$ cat src/rtl/mem_bus_mux.sv
// mem_bus_mux: CPU-side memory interconnect.
// Decodes the CPU address against NUM_SLAVES prefixes (lowest index wins on
// overlap), drives a one-hot chip select, muxes the selected slave's
// read data/ready into a registered one-cycle response, and flags unmapped
// accesses and slave timeouts on a sticky bus_err.
// Optional build macro: MEM_BUS_MUX_ERR_CAPTURE_EN adds err_addr/err_count.
//
// Handshake: a request is cpu_valid && !cpu_ready seen in IDLE. The CPU holds
// cpu_valid and the address stable until cpu_ready pulses for one cycle; the
// response (cpu_rdata) is valid only in that cycle. Slaves see slv_cs for the
// whole access and answer with slv_ready for at least one cycle.
module mem_bus_mux #(
  parameter int NUM_SLAVES     = 8,
  parameter int PREFIX_MSB     = 31,
  parameter int PREFIX_LSB     = 24,
  parameter logic [NUM_SLAVES*(PREFIX_MSB-PREFIX_LSB+1)-1:0] SLAVE_PREFIXES = '0,
  parameter int TIMEOUT_CYCLES = 1024
) (
  input  logic                     clk,
  input  logic                     reset,
  input  logic                     cpu_valid,
  input  logic [31:0]              cpu_addr,
  input  logic [3:0]               cpu_wstrb,
  input  logic [31:0]              cpu_wdata,
  output logic                     cpu_ready,
  output logic [31:0]              cpu_rdata,
  input  logic                     force_jump,
  input  logic [31:0]              jump_instr,
  output logic [NUM_SLAVES-1:0]    slv_cs,
  output logic                     slv_we,
  output logic [3:0]               slv_wstrb,
  output logic [31:0]              slv_addr,
  output logic [31:0]              slv_wdata,
  input  logic [NUM_SLAVES*32-1:0] slv_rdata,
  input  logic [NUM_SLAVES-1:0]    slv_ready,
  output logic                     bus_err,
  input  logic                     err_clear,
`ifdef MEM_BUS_MUX_ERR_CAPTURE_EN
  output logic [31:0]              err_addr,
  output logic [7:0]               err_count,
`endif
  output logic [1:0]               dbg_state
);

  localparam int W     = PREFIX_MSB - PREFIX_LSB + 1;
  localparam int IDX_W = (NUM_SLAVES > 1) ? $clog2(NUM_SLAVES) : 1;
  localparam int CNT_W = (TIMEOUT_CYCLES > 0) ? $clog2(TIMEOUT_CYCLES + 1) : 1;

  localparam logic [1:0] ST_IDLE = 2'd0;
  localparam logic [1:0] ST_WAIT = 2'd1;
  localparam logic [1:0] ST_RESP = 2'd2;

  logic [1:0]       state, nxt_state;
  logic [IDX_W-1:0] cur_idx;
  logic [CNT_W-1:0] cnt;

  logic             hit;
  logic [IDX_W-1:0] hit_idx;
  logic [IDX_W-1:0] sel_idx;
  logic [31:0]      sel_rdata;
  logic             sel_ready;
  logic             req;
  logic             tmo_hit;
  logic             resp_fire;
  logic [31:0]      resp_data;
  logic             err_set;
  logic             enter_wait;

  assign dbg_state = state;

  // Write-side signals go straight through to every slave.
  assign slv_we    = |cpu_wstrb;
  assign slv_wstrb = cpu_wstrb;
  assign slv_addr  = cpu_addr;
  assign slv_wdata = cpu_wdata;

  assign req     = cpu_valid && !cpu_ready;
  assign sel_idx = (state == ST_WAIT) ? cur_idx : hit_idx;
  assign tmo_hit = (TIMEOUT_CYCLES != 0) && (cnt == CNT_W'(TIMEOUT_CYCLES - 1));

  // Prefix decode; scanning downward lets the lowest matching index win.
  always_comb begin
    hit     = 1'b0;
    hit_idx = '0;
    for (int i = NUM_SLAVES - 1; i >= 0; i--) begin
      if (cpu_addr[PREFIX_MSB:PREFIX_LSB] == SLAVE_PREFIXES[i*W +: W]) begin
        hit     = 1'b1;
        hit_idx = IDX_W'(i);
      end
    end
  end

  // Read-data / ready mux for the currently addressed slave.
  always_comb begin
    sel_rdata = '0;
    sel_ready = 1'b0;
    for (int i = 0; i < NUM_SLAVES; i++) begin
      if (sel_idx == IDX_W'(i)) begin
        sel_rdata = slv_rdata[i*32 +: 32];
        sel_ready = slv_ready[i];
      end
    end
  end

  // Chip select: decoded in IDLE, held from the latched index in WAIT, and
  // forced low while reset is asserted.
  always_comb begin
    slv_cs = '0;
    if (!reset) begin
      if (state == ST_IDLE && req && !force_jump && hit)
        slv_cs = NUM_SLAVES'(1) << hit_idx;
      else if (state == ST_WAIT)
        slv_cs = NUM_SLAVES'(1) << cur_idx;
    end
  end

  // Access FSM next-state and response selection.
  always_comb begin
    nxt_state  = state;
    resp_fire  = 1'b0;
    resp_data  = '0;
    err_set    = 1'b0;
    enter_wait = 1'b0;
    case (state)
      ST_IDLE: begin
        if (req) begin
          if (force_jump) begin
            nxt_state = ST_RESP;
            resp_fire = 1'b1;
            resp_data = jump_instr;
          end else if (!hit) begin
            nxt_state = ST_RESP;
            resp_fire = 1'b1;
            err_set   = 1'b1;
          end else if (sel_ready) begin
            nxt_state = ST_RESP;
            resp_fire = 1'b1;
            resp_data = sel_rdata;
          end else begin
            nxt_state  = ST_WAIT;
            enter_wait = 1'b1;
          end
        end
      end
      ST_WAIT: begin
        // An abandoned access is dropped silently; ready beats timeout.
        if (!cpu_valid) begin
          nxt_state = ST_IDLE;
        end else if (sel_ready) begin
          nxt_state = ST_RESP;
          resp_fire = 1'b1;
          resp_data = sel_rdata;
        end else if (tmo_hit) begin
          nxt_state = ST_RESP;
          resp_fire = 1'b1;
          err_set   = 1'b1;
        end
      end
      ST_RESP: nxt_state = ST_IDLE;
      default: nxt_state = ST_IDLE;
    endcase
  end

  // State, latched slave index and saturating wait counter.
  always_ff @(posedge clk or posedge reset) begin
    if (reset) begin
      state   <= ST_IDLE;
      cur_idx <= '0;
      cnt     <= '0;
    end else begin
      state <= nxt_state;
      if (enter_wait) cur_idx <= hit_idx;
      if (state == ST_WAIT) begin
        if (cnt != {CNT_W{1'b1}}) cnt <= cnt + CNT_W'(1);
      end else begin
        cnt <= '0;
      end
    end
  end

  // Registered CPU response; rdata holds between responses.
  always_ff @(posedge clk or posedge reset) begin
    if (reset) begin
      cpu_ready <= 1'b0;
      cpu_rdata <= '0;
    end else begin
      cpu_ready <= resp_fire;
      if (resp_fire) cpu_rdata <= resp_data;
    end
  end

  // Sticky bus error; a new error wins over a same-cycle clear.
  always_ff @(posedge clk or posedge reset) begin
    if (reset)          bus_err <= 1'b0;
    else if (err_set)   bus_err <= 1'b1;
    else if (err_clear) bus_err <= 1'b0;
  end

`ifdef MEM_BUS_MUX_ERR_CAPTURE_EN
  // First-error address capture and saturating error counter.
  always_ff @(posedge clk or posedge reset) begin
    if (reset) begin
      err_addr  <= '0;
      err_count <= '0;
    end else if (err_set) begin
      if (err_clear || err_count == 8'd0) begin
        err_addr  <= cpu_addr;
        err_count <= 8'd1;
      end else if (err_count != 8'hFF) begin
        err_count <= err_count + 8'd1;
      end
    end else if (err_clear) begin
      err_addr  <= '0;
      err_count <= '0;
    end
  end
`endif

endmodule

$ cat config.mk
export PLATFORM = sky130hd
export DESIGN_NAME = mem_bus_mux
export DESIGN_NICKNAME = d
export VERILOG_FILES = /design/src/rtl/mem_bus_mux.sv
export SDC_FILE = /design/constraint.sdc
export NUM_CORES = 1
export LEC_CHECK = 0
export BUFFER_PORTS_ARGS = -buffer_cell sky130_fd_sc_hd__buf_4
export CAP_MARGIN = 20
export CORE_AREA = 3 3 188 190
export CTS_CLUSTER_SIZE = 20
export DETAILED_ROUTE_END_ITERATION = 6
export DIE_AREA = 0 0 191 193
export SETUP_SLACK_MARGIN = 0.1
export SYNTH_ARGS = -nofsm -noshare
export SYNTH_HDL_FRONTEND = slang
export SYNTH_SLANG_ARGS = --single-unit
$ cat constraint.sdc
create_clock -name clk -period 5.25 [get_ports clk]
set_clock_uncertainty 0.15 [all_clocks]
set_input_delay 1.05 -clock clk [delete_from_list [all_inputs] [get_ports clk]]
set_output_delay 1.05 -clock clk [all_outputs]
set_load 0.01 [all_outputs]
==> key figures, run 1 <==
Timing
  • Worst Slack Setup Final: approximately 1.8 ns
  • Fmax: around 0.3 GHz
  • Final Critical Period: ~3.4 ns
  • Worst-Margin Slew: between 1 and 1.5 ns
  • Final Max Slew Viols: 0
  • Setup Viol. Count Final: 0
  • Final Cycle Share: around two thirds
  • Unrepaired setup endpoints after global routing: false
  • Rel. slew slack: roughly 28%
  • Setup TNS: 0 ns
  • Hold Fails Final Rpt: 0

Pwr
  • Total power: around 950 uW
  • Total net switching power: around 270 uW
  • PwrDens: 232 nW/um2
  • Gate power share: a little over a fifth
  • Part of the power in registers: between 40 and 50%
  • Maximum vdd drop: about 0.11 mV
  • P_leak: around 0.0018 uW
  • Switching Share: approximately 28%
  • Int Power: 685 uW
  • Clock network power share: ~36%

Route
  • Drt wl/cell: 12.8 um
  • Via/cell ratio: roughly 2.7
  • Pre-Repair DR Iteration Count: 4
  • Vias post-DR: between 2k and 2.5k
  • Number of nets with antenna violations after routing: 0
  • 1st-iter DRT viols: 39
  • Total wire length: approximately 10000 um
  • DRC: 0

Cells and area
  • Nets: 699
  • Layout area overhead: 36.1%
  • Diodes inserted: 0
  • Final instance area: a little over 4000 um2
  • Layout cell share with drive strength beyond 1: between 50% and 60%
  • Final Util: around an eighth
  • Fillers: 3814

Floorplanning
  • Die Ht: slightly below 200 um
  • FP Rows: 67
  • Core ar.: 33600 um2
  • Die width: about 190 um
  • Die ar.: between 30000 and 40000 um2
  • Initial core utilization: roughly 9%
  • IO Count: roughly 480

Critical path
  • CP Cell Sequence: buf_4, nor4_1, nand4_1, a21oi_1, buf_4
  • Crit path required time: slightly above 4 ns
  • Max FO, Critical Path: 3
  • Most used cell along the critical path: buf_4
  • CP max-delay cell: nor4_1
  • Critical Path Max Stage Delay: ~0.38 ns
  • Critical R2R Launch: cnt[0]$_DFFE_PP0P_
  • CP Launch Point: cpu_addr[29]
  • Critical path launch point type: input port
  • Worst EP arrival: approximately 2.2 ns
  • Crit. End Element: primary output
  • Crit path kind: input port to primary output

Clocking
  • Post-CTS setup buffer count: 0
  • CTS resizes: 0
  • Worst skew pair latency: 0.31 ns
  • Post-CTS Hold Fix Bufs: 0
  • Clk buf depth: 2
  • Clk pin slew, worst setup/hold paths: approximately 0.08 ns
  • Root Driver: clkbuf_16
  • H-tree Lvls: 2
  • CTS tree: built
  • Num CTS Buffers: 5
  • CTS Sinks: between 40 and 50

Yosys
  • Synth Cell Area: between 3000 and 4000 um2
  • Syn avg cell area: around 11 um2
  • Ys Warns: 0
  • Seq/Total Area, Yosys: 39.0%
  • Synth area leader: dfrtp_1
  • Gate Count Post-Synth: about 270
  • #FFs+latches synth: between 40 and 50
  • Area share of the leading cell type in the synthesized netlist: about two fifths
  • Synth cell types: 39
  • Area contributors post-synth: dfrtp_1 39%, buf_4 19%, mux2_4 14%, a22o_1 9.0%, buf_12 2.0%

Hold path
  • Hold crit path type: register to register
  • Hold wc startpoint: bus_err$_DFFE_PP0P_

Place
  • Placed wire-length estimate: between 7000 and 8000 um
  • Post-Place Cell Area: 3950 um2
  • Post-Place Setup Slack: 1.72 ns
  • Port bufs: about 130
  • RePlAce Congestion: ~0.67

Global routing
  • Vias in the first global route: roughly 2.2k
  • First-pass GRT wire length: between 10000 and 15000 um
  • Grt total ovfl: 0
  • Largest net degree at the start of global routing: between 40 and 50
  • Total GRT Usage: under 10%
  • Number of antenna violations at the first check in global routing: 0

Run status
  • Status: complete, no violations

Flow run
  • Maxcap violations: 0
area by class of cell:
type                            instances  area, um2  area share [%]
Inverter                                3       11.3           0.274
Clock buffer                            5        125            3.05
Timing Repair Buffer                  133        998            24.3
Multi-Input combinational cell        139       1210            29.4
Sequential cell                        47       1180            28.7
Tap cell                              448        561            13.7
Clock inverter                          3       25.0           0.610
cells by family (layout without fill, tap and decap cells):
logic type	count (synthesis)	after routing	synth area share (%)
xor gates and xnor gates	4	4	1.16
other	1	7	0.124
and+or+nand+nor	44	44	7.88
adders and majority gates	1	1	0.415
muxes	32	32	15.5
AOI/OAI and AO/OA	51	51	13.8
buffers and inverters	89	144	22.1
DFF	47	47	39.0
routing by layer:
layer	GRT usage, %	routed length, um	share of wire [%]
met1	5.65	3680	37
met2	8.25	4710	47
met3	3.29	1260	13
met4	2.40	281	2.8
met5	0	0	0
flip-flops by register name (all words and copies together) (netlist names):
signal / count
cpu_ready: 1
cpu_rdata: 32
bus_err: 1
dbg_state: 2
cnt: 11
synth_stat cells (all sizes together):
| cell | count |
|---|---|
| or3 | 2 |
| nor3b | 1 |
| a31oi | 2 |
| and3 | 1 |
| dfrtp | 47 |
| a32oi | 1 |
| nand2b | 2 |
| a21oi | 5 |
| a22o | 31 |
| a21boi | 1 |
| and2 | 1 |
| nand4 | 1 |
| mux2i | 1 |
| xor2 | 3 |
| clkbuf | 6 |
| a311oi | 1 |
| o311ai | 3 |
| mux2 | 31 |
| nand2 | 10 |
| or2 | 1 |
| buf | 80 |
| ha | 1 |
| nor2b | 2 |
| nor2 | 12 |
| nor4b | 1 |
| inv | 3 |
| conb | 1 |
| a22oi | 1 |
| or4 | 2 |
| nor4 | 3 |
| nand3 | 5 |
| xnor2 | 1 |
| o21ai | 6 |
final timing paths:
check,endpoint,slack [ns],depth (start not counted)
setup / recovery,slv_cs[0],1.83,5
hold / removal,bus_err$_DFFE_PP0P_,0.36,2
min in group asynchronous,cnt[9]$_DFFE_PP0P_,0.77,3
hold reg to reg,bus_err$_DFFE_PP0P_,0.36,2
setup reg to reg,cpu_rdata[15]$_DFFE_PP0P_,2.43,6
max in group asynchronous,cpu_rdata[31]$_DFFE_PP0P_,3.67,3
worst max-delay path: cells and delay by family:
family | cells | cell delay, ns
buffers and inverters | 2 | 0.25
AO/OA/AOI/OAI | 1 | 0.23
AND/OR/NAND/NOR | 2 | 0.69
power groups by stage:
stage / clock [uW] / sequential (uW) / combinational (uW)
after floorplan: 0 / 417 / 144
after global placement: 0 / 408 / 210
after detailed placement: 0 / 407 / 212
after CTS: 377 / 401 / 212
after global routing: 391 / 405 / 223
final: 346 / 401 / 204
metrics by stage:
step           hold slack, ns  std cells
2_1_floorplan           0.352        275
4_1_cts                 0.368        778
6_report                0.364        778
3_5_place_dp            0.346        770
5_1_grt                 0.379        778
3_3_place_gp            0.341        770
cell usage in the layout, fill, tap and decap left out, types with 3 or more instances in the layout:
cell type,n
buf_4,133
xor2_1,3
nand3_1,5
a21oi_1,5
nand2_1,9
clkbuf_16,5
nor4_1,3
o21ai_0,6
mux2_4,29
nor2_1,12
a22o_1,31
dfrtp_1,47
conb_1,7
Power figures use the tool's default switching activity.
==> inputs of run 2 (changes only) <==
--- a/config.mk
+++ b/config.mk
@@ -5,12 +5,13 @@
 export SDC_FILE = /design/constraint.sdc
 export NUM_CORES = 1
 export LEC_CHECK = 0
+export ABC_AREA = 1
 export BUFFER_PORTS_ARGS = -buffer_cell sky130_fd_sc_hd__buf_4
 export CAP_MARGIN = 20
-export CORE_AREA = 3 3 188 190
+export CORE_AREA = 3 3 186 188
 export CTS_CLUSTER_SIZE = 20
 export DETAILED_ROUTE_END_ITERATION = 6
-export DIE_AREA = 0 0 191 193
+export DIE_AREA = 0 0 189 191
 export SETUP_SLACK_MARGIN = 0.1
 export SYNTH_ARGS = -nofsm -noshare
 export SYNTH_HDL_FRONTEND = slang
==> constraint.sdc (replaced) <==
create_clock -name clk -period 3.3 [get_ports clk]
set_clock_uncertainty 0.15 [all_clocks]
set_input_delay 0.66 -clock clk [delete_from_list [all_inputs] [get_ports clk]]
set_output_delay 0.66 -clock clk [all_outputs]
set_load 0.01 [all_outputs]
==> run 2 against run 1 <==
Compared with the run above: design area increased by 16%; synthesized cell count rose by 100%; final cell count up 33%.
==> key figures, run 2 <==
Run status
  • Status: complete, no violations

Critical path
  • CP Cell Sequence: buf_4, nor2_1, nand2_2, nor2_8, nand3_1, a21oi_1, buf_4
  • Crit path depth: 7
  • Buf/Inv on CP: 2
  • Crit path kind: input port to primary output
  • Delay-heaviest family, CP: simple AND/OR/NAND/NOR gates
  • Critical path launch point type: input port
  • Max FO, Critical Path: 9
  • CP Launch Point: cpu_addr[31]
  • Critical Path Max Stage Delay: about 0.23 ns
  • Crit path required time: roughly 2.5 ns
  • Worst Setup EP: slv_cs[0]
  • R2r endpoint: cpu_rdata[14]$_DFFE_PP0P_
  • Worst EP arrival: 1.66 ns
  • Worst-case reg-to-reg path depth: 8
  • Critical R2R Launch: cnt[0]$_DFFE_PP0P_
  • R2R setup slack: roughly 1.2 ns
  • Crit. End Element: primary output
  • CP max-delay cell: nor2_8
  • Most used cell along the critical path: buf_4

Floorplanning
  • Initial core utilization: between 10 and 15%
  • FP Rows: 67
  • Die Ht: ~190 um
  • Die width: between 150 and 200 um
  • Die ar.: 36100 um2
  • IO Count: about 480
  • Core ar.: about 33000 um2

Yosys
  • Syn avg cell area: 6.97 um2
  • Synth area leader: dfrtp_1
  • Synth cell types: 33
  • #FFs+latches synth: 47
  • Ys Warns: 0
  • Ys flop type: dfrtp_1
  • Asr flop ratio synth: 100%
  • Seq/Total Area, Yosys: 31.4%
  • Area share of the leading cell type in the synthesized netlist: 31.4%
  • Gate Count Post-Synth: roughly 540
  • Area contributors post-synth: dfrtp_1 31%, nand2_1 18%, buf_4 15%, nor2_1 7.7%, nand3_2 4.8%
  • Post-synth EDFFs: 0
  • Synth Cell Area: around 3700 um2
  • Top post-synthesis cells by count: 183 x nand2_1, 77 x nor2_1, 75 x buf_4
  • Most numerous cell in the Yosys netlist: nand2_1

Route
  • Via/cell ratio: around 3.3
  • Vias post-DR: 3468
  • Total wire length: about 16000 um
  • 1st-iter DRT viols: about 100
  • Drt wl/cell: between 15 and 20 um
  • Pre-Repair DR Iteration Count: 4
  • DRC: 0
  • Number of nets with antenna violations after routing: 0

Cells and area
  • Reg area: between 1000 and 1500 um2
  • Multi-input gate area: about 1800 um2
  • Layout area overhead: 27.8%
  • Max reg flops: 32
  • Fillers: between 3k and 4k
  • Most frequent cells in the layout: 183 x nand2_1, 138 x buf_4, 77 x nor2_1
  • Largest Register: cpu_rdata
  • Nets: 957
  • Diodes inserted: 0
  • Leading cell type in the layout, fill and taps excluded: nand2_1
  • Layout cell share with drive strength beyond 1: 30.8%

Clocking
  • Num CTS Buffers: 5
  • CTS tree: built
  • Clk pin slew, worst setup/hold paths: roughly 0.070 ns
  • Worst skew pair latency: approximately 0.30 ns
  • Clk buf depth: 2
  • CTS resizes: 0
  • H-tree Lvls: 2
  • Post-CTS Hold Fix Bufs: 0
  • CTS Sinks: 47
  • Root Driver: clkbuf_16
  • Post-CTS setup buffer count: 0

Flow run
  • Maxcap violations: 0

Place
  • Placed wire-length estimate: around 13000 um
  • Port bufs: 131
  • RePlAce Congestion: approximately 0.7

Global routing
  • Total GRT Usage: between 8 and 9%
  • Vias in the first global route: about 3.3k
  • Largest net degree at the start of global routing: 48
  • Number of antenna violations at the first check in global routing: 2
  • First-pass GRT wire length: roughly 23000 um
  • Grt total ovfl: 0

Hold path
  • Hold wc startpoint: cpu_rdata[15]$_DFFE_PP0P_
  • Hold crit path type: register to register

Timing
  • Final Cycle Share: 74.8%
  • Setup Viol. Count Final: 0
  • Setup TNS: 0 ns
  • Hold Fails Final Rpt: 0
  • Rel. slew slack: between 50% and 60%
  • Worst-Margin Slew: around 0.73 ns
  • Final Max Slew Viols: 0
  • Final Critical Period: ~2.5 ns
  • Unrepaired setup endpoints after global routing: false
  • Fmax: just over 0.4 GHz
  • Hold_ws: between 0.3 and 0.4 ns

Pwr
  • Total power: around 1800 uW
  • P_leak: about 0.0024 uW
  • PwrDens: approximately 370 nW/um2
  • Maximum vdd drop: between 0.15 and 0.2 mV
-- run 2: cell count changes after synthesis, moves of 7 or more --
cell | previous run | this run
nand2_1 | 9 | 183
nor2_1 | 12 | 77
a22o_1 | 31 | 0
mux2_4 | 29 | 0
a21oi_1 | 5 | 33
nand3_1 | 5 | 27
nand3_2 | 0 | 18
buf_2 | 2 | 13
inv_1 | 3 | 14
buf_6 | 0 | 7
-- run 2: cell type report --
type,instances,area share (%)
Inverter,15,1.18
Clock inverter,3,0.969
Tap cell,448,11.7
Timing Repair Buffer,138,21.7
Sequential cell,47,24.6
Clock buffer,5,2.62
Multi-Input combinational cell,380,37.2
-- run 2: kinds of logic after synthesis --
| kind of cell | share of synthesized area (%) |
|---|---|
| fa+ha+maj | 0.334 |
| flops | 31.4 |
| simple gates | 40.1 |
| buf+inv | 21.6 |
| xor+xnor | 0.702 |
| other cells | 0.100 |
| compound gates | 5.72 |
-- run 2: where the power goes --
| part | switching [uW] | leakage, uW | internal (uW) |
|---|---|---|---|
| clock network | 270 | 0.0000804 | 362 |
| logic | 238 | 0.00171 | 220 |
| registers | 50.3 | 0.000624 | 643 |
-- run 2: worst min path at each step --
stage | to | slack [ns] | cells after the start
after floorplan | cnt[10]$_DFFE_PP0P_ | 0.34 | 1
after detailed placement | cpu_rdata[15]$_DFFE_PP0P_ | 0.35 | 2
after global routing | cpu_rdata[22]$_DFFE_PP0P_ | 0.41 | 2
after global placement | cpu_rdata[1]$_DFFE_PP0P_ | 0.35 | 2
after CTS | cpu_rdata[14]$_DFFE_PP0P_ | 0.37 | 2
final | cpu_rdata[15]$_DFFE_PP0P_ | 0.37 | 2
-- run 2: routing by layer --
layer / up-vias / part of all wire, % / GRT usage (%)
li1: 1698 / - / -
met3: 29 / 10 / 3.81
met1: 1594 / 34 / 8.93
met2: 143 / 53 / 16.5
met4: 4 / 2.3 / 2.55
met5: - / 0.17 / 0
-- run 2: per-stage QoR --
step | utilization [%] | std cells | setup slack [ns] | cell area [um2]
after floorplan | - | 543 | 0.976 | 3760
after CTS | 14.4 | 1036 | 0.813 | 4780
final | 14.4 | 1036 | 0.831 | 4780
after detailed placement | 13.8 | 1028 | 0.813 | 4610
after global placement | 13.8 | 1028 | 0.829 | 4610
after global routing | 14.4 | 1036 | 0.723 | 4780
-- run 2: worst register-to-register path, cell delays in order, from the launching register on --
cell	delay (ns)
dfrtp_1	0.47
ha_1	0.27
nand2_2	0.09
nor2_2	0.13
nand3_1	0.13
nand2_2	0.12
nand2_4	0.30
nand3_1	0.30
nand2_1	0.06
==> inputs of run 3 (changes only) <==
==> constraint.sdc (replaced) <==
create_clock -name clk -period 2.4 [get_ports clk]
set_clock_uncertainty 0.15 [all_clocks]
set_input_delay 0.48 -clock clk [delete_from_list [all_inputs] [get_ports clk]]
set_output_delay 0.48 -clock clk [all_outputs]
set_load 0.01 [all_outputs]
==> run 3 against run 2 <==
Compared with the run above: routed wire length rose by 0.20%; design area rose by 1.9%; sequential power rose by 37%; combinational power rose by 41%; non-clock buffer count rose by 4; clock power rose by 24%; worst hold slack got worse by 0.29 ns; via count fell by 0.43%; die area did not move; clock-buffer cell count rose by 1; critical endpoint unchanged; highest routed layer unchanged.
==> key figures, run 3 (synthesized netlist as in run 2, its figures left out) <==
Run status
  • Status: complete, no violations

Critical path
  • CP Launch Point: dbg_state[0]$_DFFE_PP0P_
  • Delay-heaviest family, CP: flip-flops
  • R2r endpoint: cpu_rdata[14]$_DFFE_PP0P_
  • Worst Setup EP: slv_cs[0]
  • Crit path kind: register to primary output
  • Crit. End Element: primary output
  • Crit path depth: 6
  • Critical path launch point type: register
  • Worst-case reg-to-reg path depth: 9
  • Worst EP arrival: between 1.5 and 2 ns
  • Crit path required time: about 1.8 ns
  • CP max-delay cell: dfrtp_1
  • Critical R2R Launch: cnt[0]$_DFFE_PP0P_
  • Critical Path Max Stage Delay: 0.40 ns
  • Max FO, Critical Path: 3
  • Buf/Inv on CP: 2
  • CP Cell Sequence: nor2_1, inv_1, nor2_8, nand3_1, a21oi_1, buf_4
  • R2R setup slack: between 0.3 and 0.4 ns

Timing
  • Unrepaired setup endpoints after global routing: false
  • Final Cycle Share: between 90% and 100%
  • Hold Fails Final Rpt: 0
  • Setup TNS: 0 ns
  • Final Max Slew Viols: 0
  • Fmax: 0.462 GHz
  • Setup Viol. Count Final: 0
  • Final Critical Period: roughly 2.2 ns

Cells and area
  • Final cell count without fillers: approximately 1.0k
  • Layout area overhead: 30.1%
  • Most frequent cells in the layout: 183 x nand2_1, 136 x buf_4, 77 x nor2_1
  • Leading cell type in the layout, fill and taps excluded: nand2_1
  • Diodes inserted: 0
  • Largest Register: cpu_rdata
  • Fillers: roughly 3.9k
  • Max reg flops: 32
  • Nets: ~960
  • Layout cell share with drive strength beyond 1: between 30% and 40%

Route
  • Via/cell ratio: roughly 3.3
  • Vias post-DR: approximately 3.5k
  • Pre-Repair DR Iteration Count: 4
  • Drt wl/cell: about 16 um
  • Number of nets with antenna violations after routing: 0
  • 1st-iter DRT viols: ~120
  • DRC: 0
  • Total wire length: between 15000 and 20000 um

Clocking
  • CTS Sinks: 47
  • Worst skew pair latency: about 0.3 ns
  • Root Driver: clkbuf_16
  • Clk buf depth: 2
  • Clk pin slew, worst setup/hold paths: 0.08 ns
  • H-tree Lvls: 2
  • Post-CTS Hold Fix Bufs: 0
  • CTS tree: built
  • Num CTS Buffers: 5
  • CTS resizes: 0
  • Post-CTS setup buffer count: 0

Floorplanning
  • Core ar.: ~33000 um2
  • Die ar.: approximately 36000 um2
  • Die Ht: roughly 190 um
  • Initial core utilization: roughly 11%
  • Die width: 189 um
  • IO Count: roughly 480
  • FP Rows: between 60 and 70

Global routing
  • Largest net degree at the start of global routing: 52
  • Total GRT Usage: between 8 and 9%
  • Grt total ovfl: 0
  • Vias in the first global route: about 3.3k
  • Number of antenna violations at the first check in global routing: 1
  • First-pass GRT wire length: between 20000 and 25000 um

Pwr
  • PwrDens: between 400 and 500 nW/um2
  • Total power: approximately 2400 uW
  • P_leak: about 0.0025 uW
  • Maximum vdd drop: 0.219 mV

Place
  • Port bufs: about 130
  • RePlAce Congestion: ~0.7
  • Placed Cells: around 1.0k
  • Placed wire-length estimate: 13000 um

Flow run
  • Maxcap violations: 0

Hold path
  • Hold crit path type: input port to asynchronous set/reset pin
## run 3: cell types whose count changed in the layout (fill, tap and decap cells not counted), sizes merged
cell    before  now
buf        138  142
clkbuf       5    6
inv         15   14
clkinv       1    2
bufinv       1    0
## run 3: worst min path at each step
stage	startpoint	endpoint	slack, ns	cells past startpoint
finish	reset	dbg_state[0]$_DFFE_PP0P_	0.08	3
global route	reset	cnt[0]$_DFFE_PP0P_	0.09	3
CTS	reset	cpu_rdata[18]$_DFFE_PP0P_	0.09	3
detailed placement	cpu_rdata[15]$_DFFE_PP0P_	cpu_rdata[15]$_DFFE_PP0P_	0.35	2
global placement	cpu_rdata[1]$_DFFE_PP0P_	cpu_rdata[1]$_DFFE_PP0P_	0.35	2
floorplan	cnt[10]$_DFFE_PP0P_	cnt[10]$_DFFE_PP0P_	0.34	1
## run 3: cell type report
cell class	instances	area, um2	area share (%)
Multi-Input combinational cell	380	1780	36.5
Sequential cell	47	1180	24.2
Timing Repair Buffer	142	1140	23.4
Tap cell	448	561	11.5
Clock buffer	6	139	2.85
Inverter	15	56.3	1.16
Clock inverter	2	16.3	0.334
## run 3: stage by stage
| stage | utilization (%) | setup WS, ns | hold slack [ns] | cell area, um2 |
|---|---|---|---|---|
| after floorplan | - | 0.436 | 0.337 | 3760 |
| after global placement | 14.2 | 0.219 | 0.350 | 4710 |
| after detailed placement | 14.2 | 0.200 | 0.347 | 4710 |
| after CTS | 14.6 | 0.203 | 0.0871 | 4870 |
| after global routing | 14.6 | 0.152 | 0.0916 | 4870 |
| final | 14.6 | 0.234 | 0.0790 | 4870 |
## run 3: report_power, final
| group | switching, uW | total, uW | internal, uW |
|---|---|---|---|
| Clock | 368 | 786 | 419 |
| Sequential | 68.0 | 953 | 885 |
| Combinational | 327 | 644 | 317 |
## run 3: routing by layer
layer  track usage [%]  up-vias  part of all wire, %
li1                  -     1705                    -
met1              8.64     1580                   35
met2              16.8      140                   53
met3              3.50       26                  8.6
met4              2.52        2                  2.3
met5                 0        -                 0.12
## run 3: worst min-delay path, stage by stage
cell	delay, ns
buf_4	0.12
inv_2	0.06
buf_12	0.27
